==> src/rtl/serdes_rst_pkg.sv <==
// Shared definitions for the SERDES reset sequencer: FSM state encodings
// and the width rule for the hold / stage-gap / per-channel counters.
package serdes_rst_pkg;

  typedef enum logic [1:0] {
    HOLD = 2'd0,
    REL  = 2'd1,
    RUN  = 2'd2
  } state_t;

  // Wide enough to hold the larger of the two terminal counts, with one
  // spare bit of headroom so a count can never wrap.
  function automatic int cnt_w(input int hold_cyc, input int stage_gap);
    int m;
    m = (hold_cyc > stage_gap) ? hold_cyc : stage_gap;
    return $clog2(m) + 1;
  endfunction

endpackage

==> src/rtl/serdes_rst_sync_cell.sv <==
// Multi-flop synchroniser with an asynchronous preset value. With RST_VAL=1
// it forms a reset synchroniser (async assert, clocked release); with
// RST_VAL=0 it is a plain level synchroniser cleared by reset.
module serdes_rst_sync_cell #(
  parameter int   STAGES  = 2,
  parameter logic RST_VAL = 1'b0
) (
  input  logic clk,
  input  logic rst,
  input  logic d,
  output logic q
);

  logic [STAGES-1:0] ff;

  // Shift chain; rst forces every stage to RST_VAL without a clock.
  always_ff @(posedge clk or posedge rst) begin
    if (rst) ff <= {STAGES{RST_VAL}};
    else     ff <= {ff[STAGES-2:0], d};
  end

  assign q = ff[STAGES-1];

endmodule

==> src/rtl/serdes_rst_seq.sv <==
// SERDES reset sequencer: waits for a stable PLL lock, releases channel
// resets one at a time, then services per-channel soft resets in RUN.
// Optional build macro SERDES_RST_BUFG_EN routes each rst_out bit through
// a BUFG global buffer; otherwise rst_out comes straight from the flops.
module serdes_rst_seq
  import serdes_rst_pkg::*;
#(
  parameter int NCH         = 4,
  parameter int SYNC_STAGES = 2,
  parameter int HOLD_CYC    = 16,
  parameter int STAGE_GAP   = 8
) (
  input  logic           clk,
  input  logic           rst,
  input  logic           pll_lock,
  input  logic           soft_rst,
  input  logic [NCH-1:0] ch_rst_req,
  output logic [NCH-1:0] rst_out,
  output logic           rst_done,
  output logic [1:0]     state
);

  localparam int CW = cnt_w(HOLD_CYC, STAGE_GAP);

  logic                    rst_i;
  logic                    lock_s;
  state_t                  state_q, state_n;
  logic [CW-1:0]           cnt_q, cnt_n;
  logic [3:0]              idx_q, idx_n;
  logic [NCH-1:0]          rst_q, rout_n;
  logic [NCH-1:0][CW-1:0]  ch_cnt_q, ch_cnt_n;
  logic                    done_q, done_n;
  logic                    to_hold;

  serdes_rst_sync_cell #(.STAGES(SYNC_STAGES), .RST_VAL(1'b1)) u_rst_sync (
    .clk (clk),
    .rst (rst),
    .d   (1'b0),
    .q   (rst_i)
  );

  serdes_rst_sync_cell #(.STAGES(SYNC_STAGES), .RST_VAL(1'b0)) u_lock_sync (
    .clk (clk),
    .rst (rst),
    .d   (pll_lock),
    .q   (lock_s)
  );

  // State and counter registers, held in reset by the synchronised rst_i.
  always_ff @(posedge clk or posedge rst_i) begin
    if (rst_i) begin
      state_q  <= HOLD;
      cnt_q    <= '0;
      idx_q    <= '0;
      rst_q    <= '1;
      ch_cnt_q <= '0;
      done_q   <= 1'b0;
    end else begin
      state_q  <= state_n;
      cnt_q    <= cnt_n;
      idx_q    <= idx_n;
      rst_q    <= rout_n;
      ch_cnt_q <= ch_cnt_n;
      done_q   <= done_n;
    end
  end

  // Next-state logic; soft_rst beats lock loss, which beats channel requests.
  always_comb begin
    state_n  = state_q;
    cnt_n    = cnt_q;
    idx_n    = idx_q;
    rout_n   = rst_q;
    ch_cnt_n = ch_cnt_q;
    done_n   = 1'b0;
    to_hold  = 1'b0;
    if (soft_rst) begin
      to_hold = 1'b1;
    end else begin
      case (state_q)
        HOLD: begin
          rout_n = '1;
          if (!lock_s) begin
            cnt_n = '0;
          end else if (cnt_q == CW'(HOLD_CYC - 1)) begin
            state_n   = REL;
            cnt_n     = '0;
            idx_n     = 4'd1;
            rout_n[0] = 1'b0;
          end else begin
            cnt_n = cnt_q + CW'(1);
          end
        end
        REL: begin
          if (!lock_s) begin
            to_hold = 1'b1;
          end else if (idx_q == 4'(NCH)) begin
            state_n = RUN;
            done_n  = 1'b1;
          end else if (cnt_q == CW'(STAGE_GAP - 1)) begin
            for (int k = 0; k < NCH; k++) begin
              if (idx_q == 4'(k)) rout_n[k] = 1'b0;
            end
            idx_n = idx_q + 4'd1;
            cnt_n = '0;
          end else begin
            cnt_n = cnt_q + CW'(1);
          end
        end
        RUN: begin
          if (!lock_s) begin
            to_hold = 1'b1;
          end else begin
            for (int k = 0; k < NCH; k++) begin
              if (ch_rst_req[k]) begin
                rout_n[k]   = 1'b1;
                ch_cnt_n[k] = CW'(HOLD_CYC - 1);
              end else if (rst_q[k]) begin
                if (ch_cnt_q[k] == '0) rout_n[k] = 1'b0;
                else                   ch_cnt_n[k] = ch_cnt_q[k] - CW'(1);
              end
            end
            // Done drops with a new request and rises one edge after the
            // last channel has come out of reset.
            done_n = ~|rst_q && ~|ch_rst_req;
          end
        end
        default: to_hold = 1'b1;
      endcase
    end
    if (to_hold) begin
      state_n  = HOLD;
      cnt_n    = '0;
      idx_n    = '0;
      rout_n   = '1;
      ch_cnt_n = '0;
      done_n   = 1'b0;
    end
  end

  assign rst_done = done_q;
  assign state    = state_q;

`ifdef SERDES_RST_BUFG_EN
  for (genvar g = 0; g < NCH; g++) begin : g_bufg
    BUFG u_bufg (.I(rst_q[g]), .O(rst_out[g]));
  end
`else
  assign rst_out = rst_q;
`endif

endmodule

==> config.mk <==
export PLATFORM = sky130hd
export DESIGN_NAME = serdes_rst_seq
export DESIGN_NICKNAME = d
export VERILOG_FILES = /design/src/rtl/serdes_rst_pkg.sv /design/src/rtl/serdes_rst_sync_cell.sv /design/src/rtl/serdes_rst_seq.sv
export SDC_FILE = /design/constraint.sdc
export NUM_CORES = 1
export LEC_CHECK = 0
export ABC_CLOCK_PERIOD_IN_PS = 1700
export BUFFER_PORTS_ARGS = -buffer_cell sky130_fd_sc_hd__buf_2
export CAP_MARGIN = 20
export CORE_ASPECT_RATIO = 0.75
export CORE_MARGIN = 1
export CORE_UTILIZATION = 55
export DETAILED_ROUTE_END_ITERATION = 6
export PLACE_DENSITY = 0.71
export SYNTH_ARGS = -nofsm -noshare
export SYNTH_HDL_FRONTEND = slang
export SYNTH_SLANG_ARGS = --single-unit
==> constraint.sdc <==
create_clock -name clk -period 1.7 [get_ports clk]
set_clock_uncertainty 0.1 [all_clocks]
set_input_delay 0 -clock clk [delete_from_list [all_inputs] [get_ports clk]]
set_output_delay 0 -clock clk [all_outputs]
set_load 0.05 [all_outputs]
# Word-level counts from Yosys, hierarchy flattened
# Index checks and enable logic that the tools add are counted.
# totals
regBits	40
latch_bits	0
ram_bits	0
romBits	0
in_bits	8
output_inout_bits	7
elab_cells	148
memories	0
# op_classes
addsub	6
n_mul	0
div_mod_pow	0
n_lt_le_gt_ge	0
n_eq_ne	24
shift	0
mux	73
bitwise	0
n_reduce_logical	31
# ops
operator	n
two-way mux 5 bit	19
two-way mux 20 bit	4
two-way mux 4 bit	13
inequality test 3 bit, second input constant	12
AND reduction 7 bit	5
two-way mux 1 bit	25
zero test 5 bit	4
AND reduction 5 bit	4
subtractor 5 x 1 -> 5 bit, second input constant	4
nonzero test 3 bit	5
two-way mux 2 bit	6
one-hot mux 4 bit (3 select lines)	1
one-hot mux 5 bit (2 select lines)	1
inequality test 3 x 2 -> 1 bit, second input constant	3
equality test 4 x 2 -> 1 bit, second input constant	2
one-hot mux 4 bit (2 select lines)	1
OR reduction 4 bit	2
AND reduction 6 bit	1
adder 5 x 1 -> 5 bit, second input constant	1
equality test 5 x 3 -> 1 bit, second input constant	1
equality test 5 x 4 -> 1 bit, second input constant	1
adder 4 x 1 -> 4 bit, second input constant	1
equality test 4 x 1 -> 1 bit, second input constant	1
equality test 4 x 3 -> 1 bit, second input constant	1
other kinds (13)	16

# Longest topological paths before layout
# Gate-level depths: netlist (run 1).
# depth
ltp_word	8
mapped_depth	8
ltp_nobuf	8

# By module
# From an unflattened synthesis (run 1), not the netlist that was laid out.
# unflattened
hier_cells	269
area_unflattened_um2	2653.8
# by_module_without_submodules
module	n_inst	cells_per_inst	area_per_inst_um2	seq_area_each_um2
serdes_rst_seq	1	263	2543.7	905.9
serdes_rst_sync_cell (u_rst_sync)	1	3	56.3	52.6
serdes_rst_sync_cell (u_lock_sync)	1	3	53.8	50.0

# Worst setup path after synthesis (run 1)
# No wires, ideal clock.
# synth_timing
path_type	register to register
startpoint	reg state_q[0], in the netlist state[0]
endpoint	reg rst_q[0], in the netlist rst_out[0]
arrival_time_ps	2226
setup_slack_ps	-708
path_stages_with_launch	7
n_path_buf	0
period_less_slack_ps	2408
cell_sequence	dfrtp_1 inv_1 ha_1 mux2i_1 or3b_1 o22ai_1 mux2_2
# synth_between
elab_chain_len	6
# synth_lines
item	line_no	text
start: declaration	serdes_rst_seq.sv:27	state_t state_q, state_n;
start signal: assignment	serdes_rst_seq.sv:59	state_q <= state_n;
equality test 2 bit / equality test 2 x 1 -> 1 bit (equally long branches)	serdes_rst_seq.sv:80	case (state_q)
OR reduction 2 bit (no source line)	n/a	
one-hot mux 1 bit (2 select lines)	serdes_rst_seq.sv:80	
two-way mux 1 bit	serdes_rst_seq.sv:77	if (soft_rst) begin
inequality test 3 x 2 -> 1 bit (no source line) (tied with other cells)	n/a	
AND reduction 7 bit (no source line)	n/a	
end signal: assignment	serdes_rst_seq.sv:62	rst_q <= rout_n;
end: declaration	serdes_rst_seq.sv:30	logic [NCH-1:0] rst_q, rout_n;
# Several ways; a longest one is shown, not always the timed one. The select of a mux whose other input is x is not followed.
# A chain may end at the register's enable or synchronous reset.

# Worst setup path after layout (run 1)
# layout_timing
startpoint	reg state_q[0], in the netlist state[0]
endpoint	reg cnt_q[0]
# layout_between
elab_chain_len	6
# layout_lines
item	line_no	text
equality test 2 bit / equality test 2 x 1 -> 1 bit (equally long branches)	serdes_rst_seq.sv:80	
OR reduction 2 bit (no source line)	n/a	
one-hot mux 1 bit (2 select lines)	serdes_rst_seq.sv:80	
two-way mux 1 bit	serdes_rst_seq.sv:77	
inequality test 3 bit (no source line) (tied with other cells)	n/a	
AND reduction 4 bit (no source line)	n/a	
end signal: assignment	serdes_rst_seq.sv:60	cnt_q <= cnt_n;
end: declaration	serdes_rst_seq.sv:28	logic [CW-1:0] cnt_q, cnt_n;
# Several ways; a longest one is shown, not always the timed one. The select of a mux whose other input is x is not followed.

==> impl_metrics.env, run 1 <==
export IMPL_drv_slew=0
export IMPL_worst_pin_slew_ns=0.491
export IMPL_ys_flop_type="dfrtp_1"
export IMPL_crit_required_ns=1.78
export IMPL_grt_total_usage_pct=34.2
export IMPL_netlist_area_leader_share_pct=33.3
export IMPL_worst_skew_pair_late_latency_ns=0.31
export IMPL_crit_arrival_ns=2.14
export IMPL_initial_core_util_pct=57.2
export IMPL_vias=2761
export IMPL_rsz0062_at_grt="yes"
export IMPL_cp_slowest_stage_delay_ns=0.39
export IMPL_status="finished with violations"
export IMPL_finalPower_mw=1.78
export IMPL_use_met2_pct=57.7
export IMPL_globalplace_congestion=0.808
export IMPL_netlist_area_um2=2560
export IMPL_synth_xor_area_share_pct=0
export IMPL_final_antenna_net_count=0
export IMPL_met3_usage_pct=8.59
export IMPL_gr_total_overflow=0
export IMPL_tritoncts="built"
export IMPL_use_met1_pct=43.0
export IMPL_diodes=0
export IMPL_ys_seq_area_share_pct=39.5
export IMPL_synth_compound_area_share_pct=21.8
export IMPL_p_leak_nw=1.78
export IMPL_grt_max_degree=37
export IMPL_synthTopCellsByArea="dfrtp_1 (33%), ha_1 (6.9%), dfstp_2 (6.2%), inv_1 (3.4%), a21oi_1 (3.3%)"
export IMPL_vdd_drop_max_uv=491
export IMPL_r2r_slack_ns=-0.37
export IMPL_start_kind="register"
export IMPL_die_w_um=80.7
export IMPL_dieHeight_um=61.0
export IMPL_num_rows=21
export IMPL_viasPerCell=6.28
export IMPL_yosys_area_share_simple_pct=22.2
export IMPL_coreArea_um2=4470
export IMPL_antenna_found_initial=0
export IMPL_top_usage_layer="met2"
export IMPL_synth_fp_nets=305
export IMPL_grt_pass1_vias=2634
export IMPL_fin_ws_ns=-0.366
export IMPL_critPathCaptureType="register"
export IMPL_numCtsBuffers=5
export IMPL_fin_nets=404
export IMPL_startpoint="state[0]$_DFFE_PP0P_"
export IMPL_io_pins=15
export IMPL_reg2reg_to="cnt_q[0]$_DFFE_PP0P_"
export IMPL_powerDensity_nw_per_um2=445
export IMPL_wl_mm=8.96
export IMPL_r2r_start="state[0]$_DFFE_PP0P_"
export IMPL_synthCells=283
export IMPL_synth_top_family_by_area="simple AND/OR/NAND/NOR gates"
export IMPL_synthToLayoutAreaGrowth_pct=56.8
export IMPL_drt_pass1_iter_count=5
export IMPL_place_inst=411
export IMPL_grt_pass1_wl_mm=12.4
export IMPL_clock_root_buffer="clkbuf_8"
export IMPL_crit_path_end="cnt_q[0]$_DFFE_PP0P_"
export IMPL_crit_slowest_cell="dfrtp_2"
export IMPL_synth_most_common_cell="dfrtp_1"
export IMPL_yosys_warnings=0
export IMPL_drv_cap=0
export IMPL_synthMuxAreaShare_pct=2.99
export IMPL_async_flop_share_pct=100
export IMPL_fin_hold_ws_ns=0.0153
export IMPL_synth_edff_count=0
export IMPL_setup_tns_ns=-6.74
export IMPL_final_cells=440
export IMPL_yosys_top_cells_count="dfrtp_1 (34), inv_1 (23), nor2_1 (20)"
export IMPL_clock_path_buffers=2
export IMPL_drtIter0Drc=224
export IMPL_path_cells="inv_4 -> ha_4 -> mux2i_2 -> buf_4 -> nor4bb_4 -> buf_4 -> o21ai_0 -> o21ai_1"
export IMPL_worstRegToRegCells=8
export IMPL_crit_path_frequent_cell="buf_4"
export IMPL_timing_final_crit_share_pct=122
export IMPL_worst_hold_path_type="primary input to async pin"
export IMPL_layout_min_cycle_time_ns=2.07
export IMPL_io_buffers=14
export IMPL_cp_max_fo=5
export IMPL_violations="setup timing"
export IMPL_yosys_area_top_type="dfrtp_1"
export IMPL_drc_errors=0
export IMPL_synth_fa_ha_area_share_pct=6.85
export IMPL_drive_gt1_share_pct=55.6
export IMPL_cts_htree_levels=2
export IMPL_setup_viol_count_final=35
export IMPL_crit_type="register to register"
export IMPL_fmax_ghz=0.484
export IMPL_cts_reportedPaths_clkPinSlew_ns=0.09
export IMPL_finalHoldViolCount=0
export IMPL_synth_distinct_cells=56
export IMPL_dieArea_um2=4930
export IMPL_clock_sinks=40
export IMPL_relSlewSlack_pct=66.9
export IMPL_utilization_pct=89.7
export IMPL_synth_seq_cells=40
export IMPL_syn_area_per_cell_um2=9.03
export IMPL_wire_per_inst_um=20.4
export IMPL_dpl_hpwl_mm=5.03
[power breakdown]
part	leakage (nW)	total, mW	internal [mW]	switching (mW)
Combinational	1.21	0.162	0.0666	0.0949
Clock	0.0412	0.657	0.288	0.369
Sequential	0.529	0.965	0.960	0.00527
Total	1.78	1.78	1.31	0.469
[logic make-up after synthesis]
kind of cell / count (synthesis)
AOI/OAI and AO/OA: 80
adders and majority gates: 14
buffers and inverters: 40
DFF: 40
muxes: 7
other: 1
and+or+nand+nor: 101
[through the flow]
| step | worst slack (ns) | cell area, um2 |
|---|---|---|
| finish | -0.366 | 4010 |
| global route | -0.436 | 4010 |
| CTS | -0.234 | 3720 |
| detailed placement | -0.323 | 3310 |
| global placement | -0.284 | 3310 |
| floorplan | -0.398 | 2710 |
[worst max-delay path, delay by kind of cell (launching register included)]
kind / cells / cell delay [ns]
simple gates: 1 / 0.05
fa+ha+maj: 1 / 0.31
compound gates: 2 / 0.36
flops: 1 / 0.39
mux: 1 / 0.33
buf+inv: 3 / 0.41
[per-layer routing]
metal  part of all wire (%)  wire (um)
met1                     40       3540
met2                     51       4530
met3                    6.4        575
met4                    3.5        312
met5                      0          0
[sequential cells by signal (all words and copies together) (netlist names)]
register and count:
ch_cnt_q 20, cnt_q 5, idx_q 4, rst_done 1, rst_out 4, state 2
u_lock_sync.ff 2, u_rst_sync.ff 2
[cell usage in the layout, fill, tap and decap left out, types with 5 or more instances in the layout]
cell type,netlist,final
o21a_1,6,6
buf_2,1,14
clkbuf_8,0,5
ha_1,14,5
inv_2,0,8
inv_1,23,13
nor3_1,17,14
nor2_1,20,16
a21oi_1,17,9
buf_4,2,82
dlygate4sd3_1,0,5
nand2_1,15,10
a21oi_2,0,8
buf_6,1,5
ha_4,0,8
dfstp_2,6,6
nand3_1,8,7
a31oi_1,12,10
o21ai_0,10,5
dfrtp_1,34,32
[cell type report]
cell class	count	area (um2)
Multi-Input combinational cell	203	1910
Sequential cell	40	1010
Timing Repair Buffer	109	838
Clock buffer	6	72.6
Inverter	23	91.3
Tap cell	57	71.3
Clock inverter	2	12.5
Fill cell	199	459
[worst min-delay path by stage]
stage	to	slack [ns]
after floorplan	u_lock_sync.ff[0]$_DFF_PP0_	-0.34
after global placement	u_lock_sync.ff[0]$_DFF_PP0_	-0.22
after detailed placement	u_lock_sync.ff[1]$_DFF_PP0_	-0.21
after CTS	u_lock_sync.ff[1]$_DFF_PP0_	0.007
after global routing	u_lock_sync.ff[1]$_DFF_PP0_	0.02
final	u_lock_sync.ff[1]$_DFF_PP0_	0.02
[timing repair]
action / in CTS / in global routing
hold buffers: 5 / 0
hold endpoints to repair: 10 / 0
pin swaps: 11 / 21
cloned: 0 / 1
buffers inserted: 8 / 8
resized for setup: 51 / 46
endpoints found under the setup margin: 36 / 36
Note: power is estimated with default switching activity, not from simulation.
==> run 2, diff against run 1 <==
--- a/config.mk
+++ b/config.mk
@@ -6,7 +6,7 @@
 export NUM_CORES = 1
 export LEC_CHECK = 0
 export ABC_CLOCK_PERIOD_IN_PS = 1700
-export BUFFER_PORTS_ARGS = -buffer_cell sky130_fd_sc_hd__buf_2
+export BUFFER_PORTS_ARGS = -buffer_cell sky130_fd_sc_hd__buf_4
 export CAP_MARGIN = 20
 export CORE_ASPECT_RATIO = 0.75
 export CORE_MARGIN = 1
==> run 2 against run 1 <==
  * The flow still finishes with violations (setup timing)
  * Critical path depth down 1
  * Clock power fell by 8.5%
  * Register-to-register slack gained 0.06 ns
==> impl_metrics.env, run 2 (synthesis results as in run 1) <==
export IMPL_grt_max_degree=37
export IMPL_crit_slowest_cell="nor4b_2"
export IMPL_cp_slowest_stage_delay_ns=0.43
export IMPL_setup_viol_count_final=33
export IMPL_io_pins=15
export IMPL_most_common_layout_cells="buf_4 (83), dfrtp_1 (32), nor2_1 (19), nor3_1 (15), inv_1 (15)"
export IMPL_path_cells="ha_2 -> and3_4 -> ha_4 -> buf_4 -> nor4b_2 -> nor2_1 -> o211ai_1"
export IMPL_final_common_cell="buf_4"
export IMPL_cp_max_fo=3
export IMPL_grt_pass1_wl_mm=10.8
export IMPL_drv_slew=0
export IMPL_io_buffers=14
export IMPL_fin_nets=387
export IMPL_viasPerCell=5.86
export IMPL_fin_hold_ws_ns=0.0385
export IMPL_dpl_hpwl_mm=4.75
export IMPL_status="finished with violations"
export IMPL_crit_required_ns=1.80
export IMPL_numCtsBuffers=5
export IMPL_dieArea_um2=4930
export IMPL_largest_register_ffs=20
export IMPL_tritoncts="built"
export IMPL_hp_start="ch_rst_req[2]"
export IMPL_grt_pass1_vias=2235
export IMPL_fmax_ghz=0.499
export IMPL_drtIter0Drc=153
export IMPL_startpoint="cnt_q[0]$_DFFE_PP0P_"
export IMPL_clock_root_buffer="clkbuf_8"
export IMPL_clock_sinks=40
export IMPL_diodes=0
export IMPL_layout_min_cycle_time_ns=2.01
export IMPL_placed_area_um2=3270
export IMPL_globalplace_congestion=0.842
export IMPL_critPathCaptureType="register"
export IMPL_setup_tns_ns=-6.48
export IMPL_cts_htree_levels=2
export IMPL_rsz0062_at_grt="yes"
export IMPL_wire_per_inst_um=16.9
export IMPL_clock_path_buffers=2
export IMPL_die_w_um=80.7
export IMPL_powerDensity_nw_per_um2=467
export IMPL_antenna_found_initial=0
export IMPL_drive_gt1_share_pct=44.1
export IMPL_drt_pass1_iter_count=4
export IMPL_vias=2475
export IMPL_grt_total_usage_pct=29.6
export IMPL_largest_register="ch_cnt_q"
export IMPL_drv_cap=0
export IMPL_p_leak_nw=1.65
export IMPL_num_rows=21
export IMPL_vdd_drop_max_uv=458
export IMPL_cts_reportedPaths_clkPinSlew_ns=0.07
export IMPL_coreArea_um2=4470
export IMPL_largestRegisters="ch_cnt_q x20, cnt_q x5"
export IMPL_violations="setup timing"
export IMPL_timing_final_crit_share_pct=118
export IMPL_finalHoldViolCount=0
export IMPL_worst_skew_pair_late_latency_ns=0.29
export IMPL_start_kind="register"
export IMPL_dieHeight_um=61.0
export IMPL_fin_ws_ns=-0.305
export IMPL_final_antenna_net_count=0
export IMPL_final_area_um2=3650
export IMPL_crit_arrival_ns=2.11
export IMPL_gr_total_overflow=0
export IMPL_crit_type="register to register"
export IMPL_drc_errors=0
export IMPL_initial_core_util_pct=57.2
export IMPL_wl_mm=7.13
export IMPL_synthToLayoutAreaGrowth_pct=42.6
export IMPL_r2r_start="cnt_q[0]$_DFFE_PP0P_"
export IMPL_worst_hold_path_type="primary input to register"
## run 2: per-stage QoR
step                power [mW]  utilization, %  instances  worst slack (ns)
finish                    1.70            81.6        422            -0.305
global route              1.77            81.6        422            -0.403
CTS                       1.71            79.2        418            -0.272
detailed placement        1.10            73.2        401            -0.327
global placement          1.10            73.2        401            -0.287
floorplan                 1.05               -        283            -0.398
## run 2: where the power goes
| part | internal [mW] | switching (mW) |
|---|---|---|
| Clock | 0.279 | 0.321 |
| Combinational | 0.0550 | 0.0802 |
| Sequential | 0.960 | 0.00512 |
| Total | 1.29 | 0.407 |
## run 2: area by class of cell
cell class                      instances  area, um2
Clock inverter                          1       5.00
Clock buffer                            6       72.6
Tap cell                               57       71.3
Timing Repair Buffer                   92        726
Inverter                               23       86.3
Sequential cell                        40       1010
Fill cell                             261        821
Multi-Input combinational cell        203       1670
## run 2: per-layer routing
| layer | GRT usage [%] | wire length, um | part of all wire (%) |
|---|---|---|---|
| met5 | 0 | 0 | 0 |
| met4 | 7.40 | 80 | 1.1 |
| met3 | 4.44 | 323 | 4.5 |
| met2 | 47.9 | 3360 | 47 |
| met1 | 42.2 | 3360 | 47 |
## run 2: worst max-delay path, delay by kind of cell, from the launching register on
| kind | cells | cell delay, ns |
|---|---|---|
| adder cells (fa/ha/maj) | 2 | 0.36 |
| buffers and inverters | 1 | 0.14 |
| AO/OA/AOI/OAI | 1 | 0.19 |
| AND/OR/NAND/NOR | 3 | 0.75 |
| flip-flops | 1 | 0.39 |
## run 2: path summary, 6_finish.rpt
kind	slack, ns	cells after the start	to
max in group asynchronous	0.86	2	rst_out[0]$_DFFE_PP1P_
max	-0.31	7	cnt_q[3]$_DFFE_PP0P_
min in group asynchronous	0.06	3	u_lock_sync.ff[1]$_DFF_PP0_
min	0.04	4	ch_cnt_q[13]$_DFFE_PP0P_
max reg2reg	-0.31	7	cnt_q[3]$_DFFE_PP0P_
min reg2reg	0.26	0	u_lock_sync.ff[1]$_DFF_PP0_
## run 2: timing repair
item / CTS / global route
endpoints found under the hold margin: 13 / 0
setup endpoints to repair: 32 / 36
pin swaps: 10 / 4
hold buffers: 6 / 0
gates resized for setup: 23 / 16
buffers inserted: 4 / 4
